`config.mk`:
```
export PLATFORM = sky130hd
export DESIGN_NAME = uart_fifo_tx
export DESIGN_NICKNAME = d
export VERILOG_FILES = /design/src/rtl/uart_pkg.sv /design/src/rtl/uart_baud_tick.sv /design/src/rtl/uart_fifo_tx.sv
export SDC_FILE = /design/constraint.sdc
export NUM_CORES = 1
export LEC_CHECK = 0
export BUFFER_PORTS_ARGS = -buffer_cell sky130_fd_sc_hd__buf_4
export CORE_ASPECT_RATIO = 1.4
export CORE_UTILIZATION = 25
export CTS_CLUSTER_SIZE = 24
export DETAILED_ROUTE_END_ITERATION = 7
export PLACE_DENSITY = 0.4
export SETUP_SLACK_MARGIN = 0.15
export SYNTH_ARGS = -nofsm -noshare
export SYNTH_HDL_FRONTEND = slang
export SYNTH_SLANG_ARGS = --single-unit
```
`constraint.sdc`:
```
create_clock -name i_clk -period 3.3 [get_ports i_clk]
set_input_delay 0.33 -clock i_clk [delete_from_list [all_inputs] [get_ports i_clk]]
set_output_delay 0.33 -clock i_clk [all_outputs]
set_load 0.005 [all_outputs]
```
`src/rtl/uart_pkg.sv`:
```
//------------------------------------------------------------------------------
// Module   : uart_pkg
// Brief    : Shared types and constants for the UART transmit path.
// Revision : 1.0 - initial release
//------------------------------------------------------------------------------
`default_nettype none

package uart_pkg;

    localparam int DATA_BITS   = 8;
    localparam int UART_WORD_W = 9;

    typedef enum logic [1:0] {
        IDLE  = 2'd0,
        START = 2'd1,
        DATA  = 2'd2,
        STOP  = 2'd3
    } tx_state_t;

endpackage

`default_nettype wire

```
`src/rtl/uart_baud_tick.sv`:
```
//------------------------------------------------------------------------------
// Module   : uart_baud_tick
// Brief    : Loadable bit-period down-counter; o_tick marks the last cycle.
// Revision : 1.0 - initial release
//------------------------------------------------------------------------------
`default_nettype none

module uart_baud_tick
    import uart_pkg::*;
#(
    parameter int CLKS_PER_BIT = 104
) (
    input  logic i_clk,
    input  logic i_rst,
    input  logic i_load,
    output logic o_tick
);

    localparam int CNT_W = (CLKS_PER_BIT > 1) ? $clog2(CLKS_PER_BIT) : 1;

    logic [CNT_W-1:0] r_cnt;

    // Counter saturates at zero, so no wrap behaviour is ever exercised.
    always_ff @(posedge i_clk) begin
        if (i_rst) begin
            r_cnt <= '0;
        end else if (i_load) begin
            r_cnt <= CNT_W'(CLKS_PER_BIT - 1);
        end else if (r_cnt != '0) begin
            r_cnt <= r_cnt - 1'b1;
        end
    end

    assign o_tick = (r_cnt == '0);

endmodule

`default_nettype wire

```
`src/rtl/uart_fifo_tx.sv`:
```
//------------------------------------------------------------------------------
// Module   : uart_fifo_tx
// Brief    : FIFO-fed 8N1/8N2 UART transmitter with one-word prefetch and CTS.
// Revision : 1.0 - initial release
//------------------------------------------------------------------------------
`default_nettype none

module uart_fifo_tx
    import uart_pkg::*;
#(
    parameter int CLKS_PER_BIT = 104,
    parameter int WIDTH        = 9,
    parameter int STOP_BITS    = 1
) (
    input  logic             i_clk,
    input  logic             i_rst,
    output logic             o_rd_en,
    input  logic [WIDTH-1:0] i_rd_data,
    input  logic             i_rd_valid,
    input  logic             i_empty,
    input  logic             i_cts,
    output logic             o_tx,
    output logic             o_busy
);

    tx_state_t        r_state;
    logic [7:0]       r_hold_data;
    logic [7:0]       r_shift;
    logic             r_hold_valid;
    logic             r_fetch_pending;
    logic [2:0]       r_bit_idx;
    logic             w_tick;
    logic             w_launch;
    logic             w_load;
    logic             w_unused_msb;

    assign w_launch     = r_hold_valid && i_cts;
    // In IDLE the counter is only reloaded when a frame actually launches.
    assign w_load       = (r_state == IDLE) ? w_launch : w_tick;
    assign w_unused_msb = ^i_rd_data[WIDTH-1:DATA_BITS];

    uart_baud_tick #(
        .CLKS_PER_BIT (CLKS_PER_BIT)
    ) u_baud (
        .i_clk  (i_clk),
        .i_rst  (i_rst),
        .i_load (w_load),
        .o_tick (w_tick)
    );

    always_ff @(posedge i_clk) begin
        if (i_rst) begin
            r_state         <= IDLE;
            r_hold_data     <= '0;
            r_shift         <= '0;
            r_hold_valid    <= 1'b0;
            r_fetch_pending <= 1'b0;
            r_bit_idx       <= '0;
            o_rd_en         <= 1'b0;
            o_tx            <= 1'b1;
            o_busy          <= 1'b0;
        end else begin
            o_rd_en <= 1'b0;
            if (!i_empty && !r_hold_valid && !r_fetch_pending && !o_rd_en) begin
                o_rd_en         <= 1'b1;
                r_fetch_pending <= 1'b1;
            end
            // Read data returns the cycle after the request pulse; an empty race yields nothing.
            if (r_fetch_pending && !o_rd_en) begin
                r_fetch_pending <= 1'b0;
                if (i_rd_valid) begin
                    r_hold_data  <= i_rd_data[DATA_BITS-1:0];
                    r_hold_valid <= 1'b1;
                end
            end

            case (r_state)
                IDLE: begin
                    o_tx   <= 1'b1;
                    o_busy <= 1'b0;
                    if (w_launch) begin
                        r_state      <= START;
                        r_shift      <= r_hold_data;
                        r_hold_valid <= 1'b0;
                        r_bit_idx    <= '0;
                        o_tx         <= 1'b0;
                        o_busy       <= 1'b1;
                    end
                end
                START: begin
                    if (w_tick) begin
                        r_state   <= DATA;
                        r_bit_idx <= '0;
                        o_tx      <= r_shift[0];
                    end
                end
                DATA: begin
                    if (w_tick) begin
                        if (r_bit_idx == 3'(DATA_BITS - 1)) begin
                            r_state   <= STOP;
                            r_bit_idx <= '0;
                            o_tx      <= 1'b1;
                        end else begin
                            r_bit_idx <= r_bit_idx + 1'b1;
                            r_shift   <= r_shift >> 1;
                            o_tx      <= r_shift[1];
                        end
                    end
                end
                STOP: begin
                    if (w_tick) begin
                        if (r_bit_idx != 3'(STOP_BITS - 1)) begin
                            r_bit_idx <= r_bit_idx + 1'b1;
                        end else if (w_launch) begin
                            // Back-to-back: the next start bit follows the stop bit directly.
                            r_state      <= START;
                            r_shift      <= r_hold_data;
                            r_hold_valid <= 1'b0;
                            r_bit_idx    <= '0;
                            o_tx         <= 1'b0;
                        end else begin
                            r_state <= IDLE;
                            o_busy  <= 1'b0;
                        end
                    end
                end
                default: begin
                    r_state <= IDLE;
                    o_tx    <= 1'b1;
                    o_busy  <= 1'b0;
                end
            endcase
        end
    end

endmodule

`default_nettype wire

```
# --- After elaboration in Yosys (flattened, before gate mapping) ---
# Cells that the tools add are included.
classes:
  eq_ne: 13
  n_mux: 44
  n_addsub: 2
  reduce_logical: 24
ops:
  columns: ["operator", "count"]
  rows:
  - ["$mux 8", 5]
  - ["$pmux 8 s3", 1]
  - ["$mux 1", 19]
  - ["$mux 3", 6]
  - ["$ne 2x2->1 const B", 9]
  - ["$mux 7", 2]
  - ["$mux 2", 6]
  - ["$pmux 3 s4", 1]
  - ["$reduce_and 5->1", 2]
  - ["$pmux 2 s4", 1]
  - ["$logic_not 7->1", 1]
  - ["$reduce_bool 7->1", 1]
  - ["$sub 7x1->7 const B", 1]
  - ["$reduce_and 6->1", 1]
  - ["$reduce_bool 3->1", 2]
  - ["$logic_and 1x1->1", 5]
  - ["$eq 2x2->1 const B", 2]
  - ["$logic_not 1->1", 4]
  - ["$pmux 1 s2", 2]
  - ["$pmux 1 s4", 1]
  - ["$reduce_and 4->1", 1]
  - ["$reduce_bool 2->1", 2]
  - ["$reduce_or 2->1", 2]
  - ["$add 3x1->3 const B", 1]
  - ["5 further kinds", 5]
word_totals:
  word_cells: 94
  regBits: 33
  inputBits: 14
  output_inout_bits: 3

# --- Logic depth before layout (Yosys ltp) ---
logic_depth:
  word_depth: 7
  mapped_depth: 7
  mapped_depth_nobuf: 6

# --- Cells and area by module ---
# From an unflattened synthesis, not the netlist that was laid out.
unflattened:
  hier_cells: 178
  area_unflattened_um2: 1666.6
modules_own_cells:
  columns: ["mod", "area_per_inst_um2", "seq_area_each_um2", "instances", "cells_each"]
  rows:
  - ["uart_fifo_tx", 1331.3, 520.5, 1, 140]
  - ["uart_baud_tick", 335.3, 140.1, 1, 38]

# --- Worst setup path before layout ---
# Ideal clock, no wire load.
synth_path:
  kind: "reg-to-reg"
  from: "register r_state[0]"
  to: "register r_shift[0]"
  path_buffers: 0
  synth_period_minus_slack_ps: 1869
  t_required_ps: 3166
  setup_ps: 134
  slack_ps: 1431
  path_stages_with_launch: 7
  arrival_ps: 1735
  path_cell_list: "dfxtp_1 -> inv_1 -> ha_1 -> nor4bb_1 -> o2111a_1 -> a21o_1 -> a211oi_1"
synth_between:
  elab_chain_cells: 3
  elab_cells_between_ends: 10
  classes_between: "eq/ne (6); mux (1); reduce/logical (3)"
synth_lines:
  columns: ["item", "line_no", "source"]
  rows:
  - ["start, declared", "uart_fifo_tx.sv:26", "tx_state_t r_state;"]
  - ["start signal, assigned", "uart_fifo_tx.sv:53", "r_state <= IDLE;"]
  - ["start signal, assigned", "uart_fifo_tx.sv:82", "r_state <= START;"]
  - ["start signal, assigned", "uart_fifo_tx.sv:92", "r_state <= DATA;"]
  - ["$eq 2x2->1 or $logic_not 2->1 (tied branches)", "uart_fifo_tx.sv:77", "case (r_state)"]
  - ["$ne 2x2->1 (no line) or $reduce_bool 3->1 (tied branches)", null, null]
  - ["$reduce_and 5->1 (no line)", null, null]
  - ["end signal, assigned", "uart_fifo_tx.sv:83", "r_shift <= r_hold_data;"]
  - ["end signal, assigned", "uart_fifo_tx.sv:105", "r_shift <= r_shift >> 1;"]
  - ["end signal, assigned", "uart_fifo_tx.sv:117", "r_shift <= r_hold_data;"]
  - ["end, declared", "uart_fifo_tx.sv:28", "logic [7:0] r_shift;"]
# Parallel ways exist; a longest one is shown, timed or not.
# A chain may end at the register's enable or synchronous reset.

# --- Worst setup path in the final report ---
layout_path:
  from: "register r_state[0]"
  to: "register r_shift[5]"
# Same word-level chain as after synthesis.

==> reports/qor.yml <==
drc_errors: 0
placed_cells: 279
fp.dieArea_sq_mm: 0.00719
routed_wirelength_um: 3990
h-tree-depth: 2
maxSlewViolCount: 0
post_cts_resized: 0
synthMuxAreaShare_pct: 9.43
finalHoldViolCount: 0
cp_num_buf_inv: 1
synth_cells: 180
ant_nets: 0
whs_path_depth: 3
place_congestion: 0.731
ys_warn_count: 0
setup_viol: 0
port_buffers: 15
first_pass_iters: 4
syn_area_sq_mm: 0.00171
synthesis.nets: 204
postCtsHoldBufs: 0
wl_per_cell_um: 14.0
final_cell_area_sq_mm: 0.00199
vdd.ir_drop.worst_mv: 0.234
cts_tree: "built"
ys.flop_type: "dfxtp_1"
p_per_area_mw_per_mm2: 646
required_ns: 3.46
clk_latency_ns: 0.28
grt-ovfl-total: 0
max_freq_ghz: 0.411
post_cts_buffers: 0
finClkSkew_ns: 0.00220
finish.net_count: 218
vias_per_cell: 4.88
placed_area_sq_mm: 0.00190
grt_pass1_wl_um: 6670
fin_setup_tns_ns: 0
synth_cell_type_count: 49
worstHoldStart: "i_rd_data[0]"
crit_path_start_kind: "flip-flop"
synth_xor_area_share_pct: 1.02
antenna_cells: 0
grt_pass1_vias: 1445
synth_seq_area_share_pct: 38.6
grtUsageTotal_pct: 12.0
reg2reg_from: "r_state[0]"
die_x_um: 71.9
rsz0062_at_grt: "false"
ff2ff_path_depth: 6
critPathSlowestCell: "ha_1"
hpwl_um: 2840
synth_fa_ha_area_share_pct: 7.31
antenna_found_initial: 0
row_count: 35
cts_root_buf: "clkbuf_8"
core_area_sq_mm: 0.00661
synth_edf_count: 0
num_io_pins: 17
area_delta_synth_final_pct: 16.4
finalPower_mw: 1.29
clock_path_buffers: 2
post-route-period-util_pct: 73.7
tightestPinTransition_ns: 0.649
finalNonFillerCells: 286
r2r_end: "r_shift[5]"
slew_headroom_pct: 56.7
end_kind: "flip-flop"
worstPathArrival_ns: 2.59
p_leak_nw: 0.790
path_clk_slew_ns: 0.07
critPathMaxFanout: 13
critPathLaunch: "r_state[0]"
yosys.area_share.simple_pct: 16.5
ys_ff_latch: 33
initial_core_util_pct: 25.9
hold-path-endpoint: "r_hold_data[0]"
synth_compound_area_share_pct: 23.0
cts_sinks: 33
r2r_setup_slack_ns: 0.87
final_cell_mix: "dfxtp_1, a211oi_1, mux2i_1, buf_4, nor2_1"
crit_chain: "inv_1, ha_1, nor2b_1, o2111a_1, a21o_1, a211oi_1"
slowest_delay_ns: 0.60
cts_buffers: 5
drtIter0Drc: 85
drv_cap: 0
drive_gt1_share_pct: 14.9
synth_top_family_by_area: "compound AO/OA/AOI/OAI gates"
async_reset_ff_share_pct: 0
finalCriticalPeriod_ns: 2.43
crit_family: "compound AO/OA/AOI/OAI gates"
status: "complete, no violations"
final_util_pct: 30.1
grt_max_degree: 33
die_h_um: 99.9
hold_path.class: "in -> reg"
vias: 1397
syn_avg_cell_area_sq_um: 9.51
final_common_cell: "dfxtp_1"
timing_worst_setup_path_type: "reg -> reg"
flip-flops by register name, summed over array words and instances (netlist names):
| name | flops |
|---|---|
| r_bit_idx | 3 |
| o_rd_en | 1 |
| r_hold_data | 8 |
| o_tx | 1 |
| o_busy | 1 |
| r_hold_valid | 1 |
| r_fetch_pending | 1 |
| u_baud.r_cnt | 7 |
| r_state | 2 |
| r_shift | 8 |
worst max path at each step:
stage	end	slack, ns	depth (start not counted)
floorplan	r_shift[0]	1.43	6
global placement	r_shift[4]	0.94	6
detailed placement	r_shift[5]	0.89	6
CTS	r_shift[5]	0.87	6
global route	r_shift[0]	0.72	6
finish	r_shift[5]	0.87	6
per-stage QoR:
stage | hold slack, ns | setup slack, ns
after floorplan | 0.424 | 1.43
after global placement | 0.449 | 0.938
after detailed placement | 0.468 | 0.890
after CTS | 0.267 | 0.870
after global routing | 0.292 | 0.721
final | 0.272 | 0.869
metal layers:
metal  global-route usage, %  share of wire (%)
met5                       0                  0
met2                    21.6                 51
met1                    12.9                 44
met4                    6.18                2.5
met3                    2.61                2.6
Yosys cell counts, types with 2 or more instances:
| cell | count | area [sq um] |
|---|---|---|
| a31o_2 | 3 | 26.3 |
| a211oi_1 | 17 | 128 |
| nand2_1 | 7 | 26.3 |
| mux2i_1 | 15 | 150 |
| ha_1 | 10 | 125 |
| nand2b_1 | 3 | 18.8 |
| dfxtp_1 | 33 | 661 |
| and2_1 | 2 | 12.5 |
| o21a_1 | 3 | 22.5 |
| a31oi_1 | 2 | 12.5 |
| and3_1 | 2 | 12.5 |
| a21oi_1 | 9 | 45.0 |
| inv_1 | 8 | 30.0 |
| nor2b_1 | 3 | 18.8 |
| nor3_1 | 4 | 20.0 |
| a311o_1 | 2 | 20.0 |
| o21ai_0 | 3 | 15.0 |
| clkbuf_1 | 6 | 22.5 |
| nor2_1 | 14 | 52.6 |
| nand3b_1 | 3 | 22.5 |
| or3b_1 | 2 | 17.5 |
| a311oi_1 | 2 | 17.5 |
power by group:
part	total, mW	internal [mW]	switching (mW)	leakage, nW
Sequential	0.519	0.462	0.0573	0.269
Combinational	0.453	0.198	0.255	0.478
Clock	0.316	0.165	0.151	0.0433
cells by family after synthesis:
| group | count (synthesis) |
|---|---|
| AOI/OAI and AO/OA | 53 |
| xor gates and xnor gates | 2 |
| adders and majority gates | 10 |
| buffers and inverters | 17 |
| DFF | 33 |
| muxes | 16 |
| and+or+nand+nor | 49 |
worst min-delay path: cells and delay by family:
kind                   cells  cell delay, ns
buffers and inverters      1            0.07
AND/OR/NAND/NOR            1            0.07
multiplexers               1            0.05
final cells by class:
type	count	area (sq um)
Tap cell	92	115
Sequential cell	33	661
Inverter	9	33.8
Clock inverter	1	7.51
Clock buffer	6	82.6
Fill cell	690	4620
Timing Repair Buffer	15	113
Multi-Input combinational cell	130	980
(Power assumes the default switching activity.)
